`config.mk`:
```
export PLATFORM = sky130hd
export DESIGN_NAME = pipectrl
export DESIGN_NICKNAME = d
export VERILOG_FILES = /design/src/rtl/pipectrl.sv
export SDC_FILE = /design/constraint.sdc
export NUM_CORES = 1
export LEC_CHECK = 0
export ABC_AREA = 1
export BUFFER_PORTS_ARGS = -buffer_cell sky130_fd_sc_hd__buf_2
export CELL_PAD_IN_SITES_DETAIL_PLACEMENT = 0
export CELL_PAD_IN_SITES_GLOBAL_PLACEMENT = 2
export CORE_MARGIN = 5
export CORE_UTILIZATION = 16
export DETAILED_ROUTE_END_ITERATION = 10
export GPL_TIMING_DRIVEN = 1
export PLACE_DENSITY = 0.84
export SYNTH_ARGS = -nofsm -noshare
export SYNTH_HDL_FRONTEND = slang
export SYNTH_SLANG_ARGS = --single-unit
```
`constraint.sdc`:
```
create_clock -name clk -period 1.65 [get_ports clk]
set_input_delay 0.165 -clock clk [delete_from_list [all_inputs] [get_ports clk]]
set_output_delay 0.165 -clock clk [all_outputs]
set_load 0.05 [all_outputs]
```
`src/rtl/pipectrl.sv`:
```
// Pipeline sequencer for the 5-stage semiMIPS core: stage enables, flushes, PC select.
// Define PIPECTRL_PERF_EN to add the stallcnt/flushcnt performance counters.
module pipectrl #(
  parameter int AWIDTH     = 32,
  parameter int MEMTIMEOUT = 16,
  parameter int CWIDTH     = 16
) (
  input  logic              clk,
  input  logic              rstn,
  input  logic              idexmemrd,
  input  logic [4:0]        idexrt,
  input  logic [4:0]        ifidrs,
  input  logic [4:0]        ifidrt,
  input  logic              bbne,
  input  logic              bbeq,
  input  logic              bblez,
  input  logic              bbgtz,
  input  logic              jump,
  input  logic              zero,
  input  logic              negative,
  input  logic [AWIDTH-1:0] branaddr,
  input  logic [AWIDTH-1:0] jmpaddr,
  input  logic              memrd,
  input  logic              memwr,
  input  logic              memack,
  input  logic              finin,
  output logic              pcwe,
  output logic              ifidwe,
  output logic              idexwe,
  output logic              exmemwe,
  output logic              memwbwe,
  output logic              ifidflush,
  output logic              idexflush,
  output logic              exmemflush,
  output logic [1:0]        pcsel,
  output logic [AWIDTH-1:0] pctarget,
  output logic              halted,
  output logic              memerr
`ifdef PIPECTRL_PERF_EN
  ,
  output logic [CWIDTH-1:0] stallcnt,
  output logic [CWIDTH-1:0] flushcnt
`endif
);

  localparam int WCW = $clog2(MEMTIMEOUT + 1);

  if (MEMTIMEOUT < 2) begin : g_badTimeout
    $error("pipectrl: MEMTIMEOUT must be at least 2");
  end
  if (CWIDTH < 1) begin : g_badCwidth
    $error("pipectrl: CWIDTH must be at least 1");
  end

  typedef enum logic [1:0] {ST_RUN, ST_WAIT, ST_HALT} state_e;

  state_e         state_q, state_d;
  logic [WCW-1:0] waitCnt_q, waitCnt_d;
  logic           memErr_q, memErr_d;

  logic       taken, memWait, loadUse, redirect;
  logic [4:0] weVec;
  logic [2:0] flushVec;

  assign taken = (bbeq & zero) | (bbne & ~zero) | (bblez & (zero | negative))
               | (bbgtz & ~zero & ~negative);
  assign memWait = (memrd | memwr) & ~memack;
  assign loadUse = idexmemrd & (idexrt != 5'd0) & ((idexrt == ifidrs) | (idexrt == ifidrt));

  assign {pcwe, ifidwe, idexwe, exmemwe, memwbwe} = weVec;
  assign {ifidflush, idexflush, exmemflush}       = flushVec;
  assign memerr = memErr_q;

  always_ff @(posedge clk or negedge rstn) begin
    if (!rstn) begin
      state_q   <= ST_RUN;
      waitCnt_q <= '0;
      memErr_q  <= 1'b0;
    end else begin
      state_q   <= state_d;
      waitCnt_q <= waitCnt_d;
      memErr_q  <= memErr_d;
    end
  end

  always_comb begin
    state_d   = state_q;
    waitCnt_d = waitCnt_q;
    memErr_d  = memErr_q;
    weVec     = 5'b00000;
    flushVec  = 3'b000;
    pcsel     = 2'd0;
    pctarget  = '0;
    halted    = 1'b0;
    redirect  = 1'b0;
    case (state_q)
      ST_RUN: begin
        if (finin) begin
          state_d = ST_HALT;
        end else if (memWait) begin
          state_d   = ST_WAIT;
          waitCnt_d = WCW'(1);
        end else if (jump | taken) begin
          redirect = 1'b1;
          weVec    = 5'b11111;
          flushVec = 3'b111;
          pcsel    = jump ? 2'd2 : 2'd1;
          pctarget = jump ? jmpaddr : branaddr;
        end else if (loadUse) begin
          weVec    = 5'b00111;
          flushVec = 3'b010;
        end else begin
          weVec = 5'b11111;
        end
      end
      ST_WAIT: begin
        if (!memack) begin
          waitCnt_d = waitCnt_q + 1'b1;
          if (waitCnt_q == WCW'(MEMTIMEOUT - 1)) begin
            state_d  = ST_HALT;
            memErr_d = 1'b1;
          end
        end else begin
          state_d   = ST_RUN;
          waitCnt_d = '0;
          if (loadUse) begin
            weVec    = 5'b00111;
            flushVec = 3'b010;
          end else begin
            weVec = 5'b11111;
          end
        end
      end
      ST_HALT: halted = 1'b1;
      default: state_d = ST_RUN;
    endcase
    // Reset holds every stage in bubble-load mode regardless of state.
    if (!rstn) begin
      weVec    = 5'b00000;
      flushVec = 3'b111;
      pcsel    = 2'd0;
      pctarget = '0;
      halted   = 1'b0;
      redirect = 1'b0;
    end
  end

`ifdef PIPECTRL_PERF_EN
  logic [CWIDTH-1:0] stallCnt_q, flushCnt_q;

  assign stallcnt = stallCnt_q;
  assign flushcnt = flushCnt_q;

  always_ff @(posedge clk or negedge rstn) begin
    if (!rstn) begin
      stallCnt_q <= '0;
      flushCnt_q <= '0;
    end else begin
      if ((state_q != ST_HALT) && !pcwe && (stallCnt_q != {CWIDTH{1'b1}}))
        stallCnt_q <= stallCnt_q + 1'b1;
      if (redirect && (flushCnt_q != {CWIDTH{1'b1}}))
        flushCnt_q <= flushCnt_q + 1'b1;
    end
  end
`endif

endmodule

```
**Word-level counts from Yosys, hierarchy flattened**

Index checks and enable logic that the tools add are counted.

- ROM bits: 0
- Bits in writable memories: 0
- Register bits: 8
- Memories: 0
- Bits in latches: 0

- Shift-type cells: 0
- Bitwise logic cells: 19
- Order comparisons: 0
- Div/mod/pow operators: 0
- Reductions and logical operators: 6
- Equal/unequal tests: 9
- $add $sub $neg: 1
- Mux-type cells: 37
- Multipliers: 0

Operators by type and width:

| cell | count |
|---|---|
| $mux W32 | 6 |
| $mux W5 | 9 |
| $mux W2 | 12 |
| $pmux W5 S2 | 2 |
| $mux W3 | 4 |
| $eq A5 B5 Y1 | 2 |
| $reduce_and A3 Y1 | 3 |
| $and A1 B1 Y1 | 8 |
| $or A1 B1 Y1 | 7 |
| $ne A3 B3 Y1 const B | 2 |
| $pmux W2 S3 | 1 |
| $pmux W3 S2 | 1 |
| $add A5 B1 Y5 const B | 1 |
| $eq A5 B4 Y1 const B | 1 |
| $reduce_bool A5 Y1 | 1 |
| $ne A2 B2 Y1 const B | 2 |
| $not A1 Y1 | 4 |
| $eq A2 B1 Y1 const B | 1 |
| $eq A2 B2 Y1 const B | 1 |
| $logic_not A2 Y1 | 1 |
| $mux W1 | 2 |
| $reduce_bool A2 Y1 | 1 |

**Logic depth before layout (Yosys ltp)**

- Depth after elaboration: 11
- Mapped depth: 10
- Gate-level depth less buffers: 10

**Least setup slack after synthesis**

OpenSTA, ideal clock, no wires.

- Path kind: reg-to-output
- Start point: register state_q[1]
- End point: output port pcwe
- Required time: 1485 ps
- Buffers on the path: 1
- Setup slack: -593 ps
- Cell stages (with the launch flop): 9
- Arrival: 2078 ps
- Cells stage by stage: dfrtp_1 -> nor2_2 -> nand2_1 -> nor2_4 -> inv_1 -> o21ai_2 -> nand2_1 -> a21oi_1 -> buf_4

- Word-level cells in the longest chain between the ends: 3
- Elaborated cells between the ends (all ways): 4

RTL lines:

| what | line | source |
|---|---|---|
| from (decl) | 57 | `state_e state_q, state_d;` |
| from (signal assigned) | 80 | `state_q <= state_d;` |
| $eq A2 B1 Y1 or $logic_not A2 Y1 (tied branches) | 96 | `case (state_q)` |
| $pmux W5 S2 * | 96 |  |
| $mux W5 * | 138 | `if (!rstn) begin` |
| to (decl) | 27 | `output logic pcwe,` |

Every way passes the cells marked *; elsewhere a longest branch is shown, timed or not.

**Worst setup path in the final report**

- Start point: register state_q[1]
- End point: output port ifidwe

- Word-level cells in the longest chain between the ends: 3
- Elaborated cells between the ends (all ways): 4

RTL lines:

| what | line | source |
|---|---|---|
| $eq A2 B1 Y1 or $logic_not A2 Y1 (tied branches) | 96 |  |
| $pmux W5 S2 * | 96 |  |
| $mux W5 * | 138 |  |
| to (decl) | 28 | `output logic ifidwe,` |

Marked as above.

==> results.sh <==
export IMPL_syn2layout_area_growth_pct=83.0
export IMPL_antenna_violations_before_repair=0
export IMPL_wirelength_routed_um=6150
export IMPL_design_portCount=137
export IMPL_synth_cells=242
export IMPL_setup_slack_ns=-0.0703
export IMPL_cts_buffers=3
export IMPL_maxSlewViolCount=0
export IMPL_clk_insertion_delay_late_ns=0.22
export IMPL_crit_chain="nor2_2 -> nand2_2 -> nor2_4 -> nand2_4 -> buf_12 -> a21oi_4 -> buf_6"
export IMPL_achievable_frequency_ghz=0.581
export IMPL_crit_path_start_kind="flop"
export IMPL_clock_tree_buffer_depth=2
export IMPL_tritoncts_num_sinks=8
export IMPL_timing_critical_path_slowest_stage_cell="dfrtp_1"
export IMPL_overflow_left_after_global_routing=0
export IMPL_tritoncts="done"
export IMPL_layout_min_cycle_time_ns=1.72
export IMPL_hold_start="memack"
export IMPL_drt_pass1_iter_count=4
export IMPL_timing_critical_path_slowest_cell_delay_ns=0.38
export IMPL_static_leakage_power_nw=1.25
export IMPL_drcViolationCount=0
export IMPL_dpl_instance_area_um2=2280
export IMPL_start_util=0.166
export IMPL_drt_wirelength_per_cell_um=12.8
export IMPL_detailedPlacementHpwl_um=4890
export IMPL_final_antenna_net_count=0
export IMPL_die_area_um2=11100
export IMPL_clock_tree_root_cell="clkbuf_8"
export IMPL_post_route_cells_drive_above_1_share=0.526
export IMPL_max_cap_viol_count=0
export IMPL_status="finished with violations"
export IMPL_final_hold_worst_slack_ns=0.199
export IMPL_cts_max_level=1
export IMPL_yosys_top_cells_area="nand3_1 (23%), a21oi_2 (17%), dfrtp_1 (14%)"
export IMPL_synth_sequential_area_ratio=0.137
export IMPL_reg2reg_slack_ns=0.30
export IMPL_cp_data_arrival_time_ns=1.56
export IMPL_dieWidth_um=105
export IMPL_irDropWorstVdd_mv=0.447
export IMPL_avgSynthCellArea_um2=6.02
export IMPL_num_rows=34
export IMPL_timing_final_hold_violations=0
export IMPL_routabilityCongestion=0.764
export IMPL_fin_nets=468
export IMPL_finalSetupViolCount=40
export IMPL_tightestPinTransition_ns=0.389
export IMPL_worstPathRequired_ns=1.48
export IMPL_worstSetupPathType="reg -> out"
export IMPL_globalRouteTotalUtil=0.0996
export IMPL_final_period_utilization=1.04
export IMPL_totalNegativeSetupSlack_ns=-1.71
export IMPL_via_count_of_the_first_global_routing_pass=1933
export IMPL_grt_pass1_wl_um=9470
export IMPL_cell_area_power_density_nw_per_um2=571
export IMPL_worstReg2RegEnd="waitCnt_q[4]"
export IMPL_r2r_cells=6
export IMPL_numPortBuffers=136
export IMPL_maxSlewHeadroom=0.740
export IMPL_share_of_the_synthesized_area_in_the_top_cell_type=0.233
export IMPL_crit_path_buffers_inverters=2
export IMPL_clk_transition_reported_paths_ns=0.04
export IMPL_stdcell_count=479
export IMPL_reg2reg_from="state_q[1]"
export IMPL_timing_critical_path_to_type="output port"
export IMPL_dr_total_vias=2066
export IMPL_die_height_um=105
export IMPL_synth_largest_area_cell="nand3_1"
export IMPL_path_delay_family="simple AND/OR/NAND/NOR gates"
export IMPL_worst_hold_path_type="in -> reg"
export IMPL_whs_endpoint="state_q[0]"
export IMPL_worstHoldPathCells=2
export IMPL_clock_skew_ns=0.00281
export IMPL_post_drt_via_cell_ratio=4.31
export IMPL_design_area_um2=2670
export IMPL_dpl_cell_count=473
export IMPL_rsz0062_at_grt="true"
export IMPL_yosys_warnings=0
export IMPL_dr_first_iter_drc_count=137
export IMPL_num_antenna_cells=0
export IMPL_violations="setup timing"
export IMPL_path_max_fanout=17
export IMPL_core_area_um2=8810
export IMPL_synthesis_nets=337
export IMPL_grt_start_max_net_pins=62
export IMPL_critical_path_depth=7
export IMPL_synth_area_um2=1460
export IMPL_synth_distinct_cells=27
export IMPL_final_core_util=0.303
export IMPL_postSynthRegisterBits=8
==> registers in the layout (all words and copies together) (netlist names) <==
| name | cells |
|---|---|
| state_q | 2 |
| memerr | 1 |
| waitCnt_q | 5 |
==> report_power, final <==
part	total [W]	leakage (nW)	internal [W]	switching, W
sequential	0.000296	0.0972	0.000260	0.0000358
combinational	0.000999	1.13	0.000387	0.000612
clock	0.000229	0.0216	0.000158	0.0000711
total	0.00152	1.25	0.000805	0.000719
==> cell type report <==
cell class / instances / area [µm²]
timing repair buffer: 148 / 1080
tap: 108 / 135
fill: 970 / 6140
inverter: 29 / 114
multi-input combinational: 183 / 1090
sequential: 8 / 200
clock buffer: 3 / 41.3
==> how the worst max path moves through the flow <==
stage,startpoint,end,slack (ns)
after floorplan,state_q[1],pcwe,-0.28
after global placement,state_q[0],pcwe,0.06
after detailed placement,state_q[0],ifidwe,0.04
after CTS,state_q[1],idexflush,-0.12
after global routing,state_q[1],idexflush,-0.17
final,state_q[1],ifidwe,-0.07
==> through the flow <==
step / worst slack (ns) / total power, W
floorplan: -0.276 / 0.000913
global placement: 0.0634 / 0.00117
detailed placement: 0.0410 / 0.00118
CTS: -0.118 / 0.00152
global route: -0.170 / 0.00165
finish: -0.0703 / 0.00152
==> cell usage in the layout (no fill, tap or decap), types with 3 or more instances in the layout <==
cell type   n
a21oi_1     5
a21oi_2    29
a21oi_4     4
buf_12      3
buf_2      94
buf_4       8
buf_6      39
buf_8       3
clkbuf_8    3
dfrtp_1     8
inv_1      27
nand2_1    38
nand2_2     3
nand3_1    68
nor2_1     16
==> cells by family (layout without fill, tap and decap cells) <==
| family | Yosys count | in the layout | share of synthesized area |
|---|---|---|---|
| AOI/OAI and AO/OA | 46 | 46 | 0.240 |
| muxes | 1 | 1 | 0.00687 |
| and+or+nand+nor | 132 | 132 | 0.416 |
| DFF | 8 | 8 | 0.137 |
| xor gates and xnor gates | 2 | 2 | 0.0120 |
| buffers and inverters | 51 | 180 | 0.170 |
| adders and majority gates | 2 | 2 | 0.0172 |
==> Yosys cell counts, drive strengths merged <==
cell type  count
inv           28
nand3         68
xnor2          2
nor2          19
mux2i          1
a31oi          1
ha             2
nand4          2
nor3           1
o32ai          1
clkinv         1
dfrtp          8
o22ai          2
a21oi         38
buf           12
nand2         42
clkbuf        10
o21ai          4
==> timing repair <==
| action | CTS | global route |
|---|---|---|
| pin swaps | 4 | 1 |
| hold endpoints to repair | 8 | 0 |
| resized for setup | 87 | 9 |
| hold buffers | 1 | 0 |
| setup buffers | 1 | 1 |
| endpoints found under the setup margin | 42 | 42 |
==> per-layer routing <==
| metal | GRT usage | share of wire |
|---|---|---|
| met5 | 0 | 0 |
| met1 | 0.122 | 0.41 |
| met3 | 0.0159 | 0.065 |
| met2 | 0.186 | 0.52 |
| met4 | 0.0122 | 0.0046 |
Power figures use the tool's default switching activity.
